--- src/rtl/demux2n_stream_if.sv ---
// Stream bus for demux2n_stream: one upstream valid/ready input and two downstream lanes.
// The master modport is the upstream producer plus the lane consumers. The slave modport is the demux.
interface demux2n_stream_if #(
    parameter int unsigned N = 8
);
    localparam int unsigned CNT_W = 8;

    logic [1:0]       s;
    logic [N-1:0]     d;
    logic             in_valid;
    logic             in_ready;
    logic [N-1:0]     y0;
    logic             y0_valid;
    logic             y0_ready;
    logic [N-1:0]     y1;
    logic             y1_valid;
    logic             y1_ready;
    logic [CNT_W-1:0] cnt0;
    logic [CNT_W-1:0] cnt1;

    modport slave (
        input  s, d, in_valid, y0_ready, y1_ready,
        output in_ready, y0, y0_valid, y1, y1_valid, cnt0, cnt1
    );

    modport master (
        output s, d, in_valid, y0_ready, y1_ready,
        input  in_ready, y0, y0_valid, y1, y1_valid, cnt0, cnt1
    );
endinterface

--- src/rtl/demux2n_stream.sv ---
// Registered 1-to-2 stream demultiplexer. Each beat goes to lane 0, lane 1, alternating lanes, or both lanes.
// Each lane has a one-entry output register with its own backpressure and a wrapping beat counter.
module demux2n_stream #(
    parameter int unsigned N = 8
) (
    input  logic              clk,
    input  logic              rst_n,
    demux2n_stream_if.slave   bus
);
    localparam int unsigned CNT_W = 8;

    localparam logic [1:0] SEL_LANE0 = 2'b00;
    localparam logic [1:0] SEL_LANE1 = 2'b01;
    localparam logic [1:0] SEL_ALT   = 2'b10;
    localparam logic [1:0] SEL_BCAST = 2'b11;

    logic [N-1:0]     y0_q, y0_d, y1_q, y1_d;
    logic             y0_valid_q, y0_valid_d, y1_valid_q, y1_valid_d;
    logic [CNT_W-1:0] cnt0_q, cnt0_d, cnt1_q, cnt1_d;
    logic             alt_q, alt_d;

    logic free0_c, free1_c, tgt0_c, tgt1_c, in_ready_c, accept_c;

    // Target set and readiness; in_valid is deliberately kept out of in_ready
    always_comb begin
        free0_c    = !y0_valid_q || bus.y0_ready;
        free1_c    = !y1_valid_q || bus.y1_ready;
        tgt0_c     = (bus.s == SEL_LANE0) || (bus.s == SEL_BCAST) || ((bus.s == SEL_ALT) && !alt_q);
        tgt1_c     = (bus.s == SEL_LANE1) || (bus.s == SEL_BCAST) || ((bus.s == SEL_ALT) && alt_q);
        in_ready_c = (!tgt0_c || free0_c) && (!tgt1_c || free1_c);
        accept_c   = bus.in_valid && in_ready_c;
    end

    // Next state: drain first, then a load on the same cycle overrides the drain
    always_comb begin
        y0_d       = y0_q;
        y1_d       = y1_q;
        y0_valid_d = y0_valid_q;
        y1_valid_d = y1_valid_q;
        cnt0_d     = cnt0_q;
        cnt1_d     = cnt1_q;
        alt_d      = alt_q;

        if (y0_valid_q && bus.y0_ready) y0_valid_d = 1'b0;
        if (y1_valid_q && bus.y1_ready) y1_valid_d = 1'b0;

        if (accept_c && tgt0_c) begin
            y0_d       = bus.d;
            y0_valid_d = 1'b1;
            cnt0_d     = CNT_W'(cnt0_q + 1'b1);
        end
        if (accept_c && tgt1_c) begin
            y1_d       = bus.d;
            y1_valid_d = 1'b1;
            cnt1_d     = CNT_W'(cnt1_q + 1'b1);
        end
        if (accept_c && (bus.s == SEL_ALT)) alt_d = !alt_q;
    end

    always_ff @(posedge clk or negedge rst_n) begin
        if (!rst_n) begin
            y0_q       <= '0;
            y1_q       <= '0;
            y0_valid_q <= 1'b0;
            y1_valid_q <= 1'b0;
            cnt0_q     <= '0;
            cnt1_q     <= '0;
            alt_q      <= 1'b0;
        end else begin
            y0_q       <= y0_d;
            y1_q       <= y1_d;
            y0_valid_q <= y0_valid_d;
            y1_valid_q <= y1_valid_d;
            cnt0_q     <= cnt0_d;
            cnt1_q     <= cnt1_d;
            alt_q      <= alt_d;
        end
    end

    assign bus.in_ready = in_ready_c;
    assign bus.y0       = y0_q;
    assign bus.y0_valid = y0_valid_q;
    assign bus.y1       = y1_q;
    assign bus.y1_valid = y1_valid_q;
    assign bus.cnt0     = cnt0_q;
    assign bus.cnt1     = cnt1_q;
endmodule

--- src/flat_wrapper.sv ---
// flat-port wrapper written by rule: the top's interface ports become plain ports
module demux2n_stream_flat 
#(
    parameter int unsigned N = 8
)
  (clk, rst_n, bus_s, bus_d, bus_in_valid, bus_y0_ready, bus_y1_ready, bus_in_ready, bus_y0, bus_y0_valid, bus_y1, bus_y1_valid, bus_cnt0, bus_cnt1);
  demux2n_stream_if #(.N(N)) bus_i ();
  input  logic clk;
  input  logic rst_n;
  input wire logic [$bits(bus_i.s)-1:0] bus_s;
  input wire logic [$bits(bus_i.d)-1:0] bus_d;
  input wire logic [$bits(bus_i.in_valid)-1:0] bus_in_valid;
  input wire logic [$bits(bus_i.y0_ready)-1:0] bus_y0_ready;
  input wire logic [$bits(bus_i.y1_ready)-1:0] bus_y1_ready;
  output wire logic [$bits(bus_i.in_ready)-1:0] bus_in_ready;
  output wire logic [$bits(bus_i.y0)-1:0] bus_y0;
  output wire logic [$bits(bus_i.y0_valid)-1:0] bus_y0_valid;
  output wire logic [$bits(bus_i.y1)-1:0] bus_y1;
  output wire logic [$bits(bus_i.y1_valid)-1:0] bus_y1_valid;
  output wire logic [$bits(bus_i.cnt0)-1:0] bus_cnt0;
  output wire logic [$bits(bus_i.cnt1)-1:0] bus_cnt1;
  assign bus_i.s = bus_s;
  assign bus_i.d = bus_d;
  assign bus_i.in_valid = bus_in_valid;
  assign bus_i.y0_ready = bus_y0_ready;
  assign bus_i.y1_ready = bus_y1_ready;
  assign bus_in_ready = bus_i.in_ready;
  assign bus_y0 = bus_i.y0;
  assign bus_y0_valid = bus_i.y0_valid;
  assign bus_y1 = bus_i.y1;
  assign bus_y1_valid = bus_i.y1_valid;
  assign bus_cnt0 = bus_i.cnt0;
  assign bus_cnt1 = bus_i.cnt1;
  demux2n_stream #(.N(N)) u_core (.clk(clk), .rst_n(rst_n), .bus(bus_i));
endmodule
--- config.mk ---
export PLATFORM = sky130hd
export DESIGN_NAME = demux2n_stream_flat
export DESIGN_NICKNAME = d
export VERILOG_FILES = /design/src/rtl/demux2n_stream_if.sv /design/src/rtl/demux2n_stream.sv /design/src/flat_wrapper.sv
export SDC_FILE = /design/constraint.sdc
export NUM_CORES = 1
export LEC_CHECK = 0
export BUFFER_PORTS_ARGS = -buffer_cell sky130_fd_sc_hd__buf_2
export CELL_PAD_IN_SITES_DETAIL_PLACEMENT = 1
export CELL_PAD_IN_SITES_GLOBAL_PLACEMENT = 1
export CORE_ASPECT_RATIO = 0.7
export CORE_MARGIN = 3
export CORE_UTILIZATION = 44
export CTS_CLUSTER_SIZE = 12
export DETAILED_ROUTE_END_ITERATION = 6
export PLACE_DENSITY = 0.95
export REMOVE_ABC_BUFFERS = 1
export SLEW_MARGIN = 20
export SYNTH_ARGS = -nofsm -noshare
export SYNTH_HDL_FRONTEND = slang
export SYNTH_SLANG_ARGS = --single-unit
--- constraint.sdc ---
create_clock -name clk -period 3.2 [get_ports clk]
set_input_delay 0.16 -clock clk [delete_from_list [all_inputs] [get_ports clk]]
set_output_delay 0.16 -clock clk [all_outputs]
set_load 0.02 [all_outputs]
Word-level counts from Yosys, hierarchy flattened
Index checks and enable logic that the tools add are counted.
{ "word_totals": {"regBits": 35, "latchBits": 0, "ramBits": 0, "romBits": 0, "in_bits": 15, "out_inout_bits": 35, "wordCells": 41, "n_memories": 0} }
{ "op_classes": {"n_addsub": 2, "n_mul": 0, "n_div": 0, "n_lt_le_gt_ge": 0, "eq_ne": 3, "n_shift": 0, "muxes": 4, "bitwise_logic": 0, "reduce_logical": 25} }
{ "op_table": {"columns": ["op", "n"], "rows": [
  ["$add 8x1->8 const B", 2],
  ["$logic_and 1x1->1", 9],
  ["$logic_or 1x1->1", 8],
  ["$logic_not 1->1", 5],
  ["$eq 2x2->1 const B", 2],
  ["$mux 1", 4],
  ["$reduce_bool 2->1", 2],
  ["$eq 2x1->1 const B", 1],
  ["$logic_not 2->1", 1]
]} }

Logic depth before layout (Yosys ltp)
{ "logic_depth": {"word_depth": 9, "depth_mapped": 7, "depth_no_buf": 6} }

Worst setup path before layout
Ideal clock, no wire load.
{ "synth_path": {"kind": "input -> register", "start": "input port bus_s[0]", "end": "register u_core.cnt1_q[1], in the netlist u_core.bus.cnt1[1]", "setup_ns": 0.125, "arrival_ns": 1.448, "required_ns": 3.075, "setup_slack_ns": 1.627, "path_stages": 7, "path_buffers": 1, "path_cell_list": "inv_1 > ha_1 > nor2b_2 > o21ba_1 > buf_6 > nor2_8 > mux2_4"} }
{ "synth_via": {"elab_chain_len": 8, "word_cells_on_any_way": 17, "classes_between": "3 x eq/ne; 14 x reduce/logical"} }
{ "synth_rtl": {"columns": ["element", "line", "source"], "rows": [
  ["from (decl)", "flat_wrapper.sv:10", "input wire logic [$bits(bus_i.s)-1:0] bus_s;"],
  ["$eq 2x2->1, or another cell as far along", "demux2n_stream.sv:28, demux2n_stream.sv:29", null],
  ["$logic_or 1x1->1, or another cell as far along", "demux2n_stream.sv:28", "tgt0_c = (bus.s == SEL_LANE0) || (bus.s == SEL_BCAST) || ((bus.s == SEL_ALT) && !alt_q);"],
  ["$logic_or 1x1->1, on equally long branches", "demux2n_stream.sv:28, demux2n_stream.sv:29", null],
  ["$logic_not 1->1", "demux2n_stream.sv:30", "in_ready_c = (!tgt0_c || free0_c) && (!tgt1_c || free1_c);"],
  ["$logic_or 1x1->1", "demux2n_stream.sv:30", null],
  ["$logic_and 1x1->1", "demux2n_stream.sv:30", null],
  ["$logic_and 1x1->1", "demux2n_stream.sv:31", "accept_c = bus.in_valid && in_ready_c;"],
  ["$logic_and 1x1->1 (*)", "demux2n_stream.sv:52", "if (accept_c && tgt1_c) begin"],
  ["to (signal assigned)", "demux2n_stream.sv:75", "cnt1_q <= cnt1_d;"],
  ["to (decl)", "demux2n_stream.sv:19", "logic [CNT_W-1:0] cnt0_q, cnt0_d, cnt1_q, cnt1_d;"]
]} }
Every way passes the cells marked *; elsewhere a longest branch is shown, timed or not.
A chain may end at the register's enable or synchronous reset.

Final worst setup path
{ "layout_path": {"start": "register u_core.alt_q", "end": "output port bus_in_ready"} }
{ "layout_via": {"elab_chain_len": 6, "word_cells_on_any_way": 10, "classes_between": "10 x reduce/logical"} }
{ "layout_rtl": {"columns": ["element", "line", "source"], "rows": [
  ["from (decl)", "demux2n_stream.sv:20", "logic alt_q, alt_d;"],
  ["from (signal assigned)", "demux2n_stream.sv:76", "alt_q <= alt_d;"],
  ["$logic_not 1->1", "demux2n_stream.sv:28", null],
  ["$logic_and 1x1->1", "demux2n_stream.sv:28", null],
  ["$logic_or 1x1->1", "demux2n_stream.sv:28", null],
  ["$logic_not 1->1", "demux2n_stream.sv:30", null],
  ["$logic_or 1x1->1", "demux2n_stream.sv:30", null],
  ["$logic_and 1x1->1 (*)", "demux2n_stream.sv:30", null],
  ["to (decl)", "flat_wrapper.sv:15", "output wire logic [$bits(bus_i.in_ready)-1:0] bus_in_ready;"]
]} }
Marked as above.

==> flow_metrics.env <==
export IMPL_power_mw=1.78
export IMPL_combPwrFrac_pct=39.5
export IMPL_fmax_mhz=513
export IMPL_fill_cells=384
export IMPL_ys_warn_count=0
export IMPL_seqPwrFrac_pct=44.3
export IMPL_cp_data_arrival_time_ns=1.79
export IMPL_p_int_mw=1.05
export IMPL_cts_tree="built"
export IMPL_final_nets=191
export IMPL_vdd_drop_max_mv=0.427
export IMPL_drive_gt1_share_pct=50.0
export IMPL_totalNegativeSetupSlack_ns=0
export IMPL_drc=0
export IMPL_fin_crit_sh_pct=60.9
export IMPL_yosysTopAreaCellShare_pct=51.4
export IMPL_ios=50
export IMPL_startpoint_type="flop"
export IMPL_antenna_found_initial=0
export IMPL_finalHoldViolCount=0
export IMPL_start_util_pct=47.0
export IMPL_grt_overflow=0
export IMPL_yosysTopAreaCell="dfrtp_1"
export IMPL_ys_types=26
export IMPL_die_height_um=58.1
export IMPL_cp_max_fo=10
export IMPL_rsz0062_at_grt="no"
export IMPL_power_density_mw_per_mm2=852
export IMPL_cts_sinks=35
export IMPL_place_area_mm2=0.00200
export IMPL_vias_per_cell=5.11
export IMPL_firstDrtPassIters=2
export IMPL_grt_total_usage_pct=17.9
export IMPL_ys_top_cells_by_area="dfrtp_1 (51%), mux2_4 (7.9%), xor2_1 (7.7%), mux2_2 (5.9%), ha_1 (3.7%)"
export IMPL_final_cell_mix="buf_2 (49), dfrtp_1 (35), xor2_1 (15)"
export IMPL_die_w_um=80.4
export IMPL_slew_headroom_pct=48.4
export IMPL_die_area_mm2=0.00467
export IMPL_initialDrtViolationCount=48
export IMPL_port_buffers=49
export IMPL_maxCapViolations=0
export IMPL_swShare_pct=41.1
export IMPL_synth_cells=115
export IMPL_tightest_slew_ns=0.775
export IMPL_hp_class="input pin to flop"
export IMPL_multi_input_area_um2=811
export IMPL_hpwl_um=2810
export IMPL_skew_ns=0.00468
export IMPL_cts_resized=0
export IMPL_synth_area_mm2=0.00171
export IMPL_cts_root_to_sink_buffers=2
export IMPL_post_cts_setup_buffer_count=0
export IMPL_required_ns=3.04
export IMPL_diodes=0
export IMPL_setup_viol=0
export IMPL_ant_nets=0
export IMPL_final_design_area_no_fill_mm2=0.00208
export IMPL_syn_to_final_growth_pct=22.2
export IMPL_finalMaxSlewViolations=0
export IMPL_cts_made_buffers=5
export IMPL_cts_root_buf="clkbuf_8"
export IMPL_core_area_mm2=0.00363
export IMPL_htreeDepth=2
export IMPL_seq_area_um2=876
export IMPL_syn_area_per_cell_um2=14.8
export IMPL_netSwitchingPower_uw=730
export IMPL_leakagePower_nw=1.01
export IMPL_grt_max_degree=36
export IMPL_outcome="finished, final reports clean"
export IMPL_clock_latency_ns=0.28
export IMPL_finalCriticalPeriod_ns=1.95
export IMPL_ys_ff_latch=35
export IMPL_grt_pass1_wl_um=6220
export IMPL_end_kind="primary output"
export IMPL_post_route_util_pct=57.5
export IMPL_ys_seq_area_share_pct=51.4
export IMPL_clkTransAtPathRegs_ns=0.07
export IMPL_grt_pass1_vias=1191
export IMPL_worstSetupPathType="flop to primary output"
export IMPL_drt_wl_total_um=3650
export IMPL_wire_per_inst_um=16.6
export IMPL_row_count=18
export IMPL_vias=1124
export IMPL_power_share_clock_pct=16.2
export IMPL_layout_commonest_cell="buf_2"
export IMPL_gp_congestion=0.811
export IMPL_r2r_slack_ns=1.35
per-layer routing:
| layer | track usage, % | wire length, µm | vias to the layer above |
|---|---|---|---|
| li1 | - | - | 523 |
| met1 | 23.3 | 1630 | 553 |
| met2 | 27.9 | 1690 | 41 |
| met3 | 5.43 | 279 | 7 |
| met4 | 7.23 | 55 | 0 |
| met5 | 0 | 0 | - |
sequential cells by signal, indices dropped and copies added (netlist names):
name	flops
u_core.alt_q	1
u_core.bus.cnt0	8
u_core.bus.cnt1	8
u_core.bus.y0	8
u_core.bus.y0_valid	1
u_core.bus.y1	8
u_core.bus.y1_valid	1
stage by stage:
| stage | cells | hold slack (ns) | setup slack (ns) |
|---|---|---|---|
| 2_1_floorplan | 114 | -0.136 | 1.44 |
| 3_3_place_gp | 213 | 0.262 | 1.28 |
| 3_5_place_dp | 213 | 0.282 | 1.18 |
| 4_1_cts | 220 | 0.117 | 1.23 |
| 5_1_grt | 220 | 0.117 | 1.14 |
| 6_report | 220 | 0.122 | 1.25 |
final timing paths:
| path | endpoint | cells after the start | start |
|---|---|---|---|
| max | bus_in_ready | 4 | u_core.alt_q |
| min | u_core.bus.y1[4] | 2 | bus_d[4] |
| max reg2reg | u_core.bus.y1[3] | 4 | u_core.alt_q |
| min reg2reg | u_core.bus.cnt1[7] | 1 | u_core.bus.cnt1[7] |
| max in group asynchronous | u_core.bus.y0[1] | 2 | rst_n |
| min in group asynchronous | u_core.bus.y0_valid | 2 | rst_n |
final cells by class:
class	instances	area share, %
sequential	35	42.0
multi-input combinational	77	38.9
timing repair buffer	50	12.2
clock buffer	6	3.48
tap	50	3.00
inverter	2	0.360
cell families (layout without fill, tap and decap cells):
family                     Yosys count  in the layout  share of synthesized area [%]
AOI/OAI and AO/OA                    5              5                           3.60
DFF                                 35             35                           51.4
muxes                               18             18                           13.9
buffers and inverters                3             58                           1.10
adders and majority gates            5              5                           3.67
and+or+nand+nor                     34             34                           18.7
xor gates and xnor gates            15             15                           7.70
synthesized netlist by cell type:
library cell	n
xor2_1	15
nor2_1	1
nor4_4	1
nor4b_2	2
nor4b_4	2
dfrtp_1	35
o21ba_1	1
nand2b_1	2
nor3_1	5
mux2_2	9
nand3_1	6
mux2_4	9
nand4_1	6
nor2_4	1
nand3b_4	1
buf_6	1
inv_1	2
nor2_8	2
a211oi_4	1
nor2b_2	1
o21ai_0	2
nor3b_1	2
ha_1	5
o211ai_4	1
nor4_2	1
nand2_1	1
power groups by stage:
| stage | registers [mW] | logic (mW) | clock network [mW] |
|---|---|---|---|
| after floorplan | 0.946 | 0.280 | 0 |
| final | 0.786 | 0.701 | 0.288 |
| after global placement | 0.772 | 0.680 | 0 |
| after CTS | 0.787 | 0.715 | 0.299 |
| after detailed placement | 0.789 | 0.713 | 0 |
| after global routing | 0.822 | 0.756 | 0.318 |
worst max-delay path: stages, from the launching register on:
cell     delay [ns]
dfrtp_1        0.44
nor2b_2        0.20
o21ba_1        0.58
nor2_1         0.09
buf_2          0.19
what timing repair did:
action | in CTS | in global routing
endpoints found under the setup margin | 0 | 0
endpoints found under the hold margin | 35 | 0
hold buffers | 1 | 0
No activity file was read; power rests on OpenSTA's default activity.
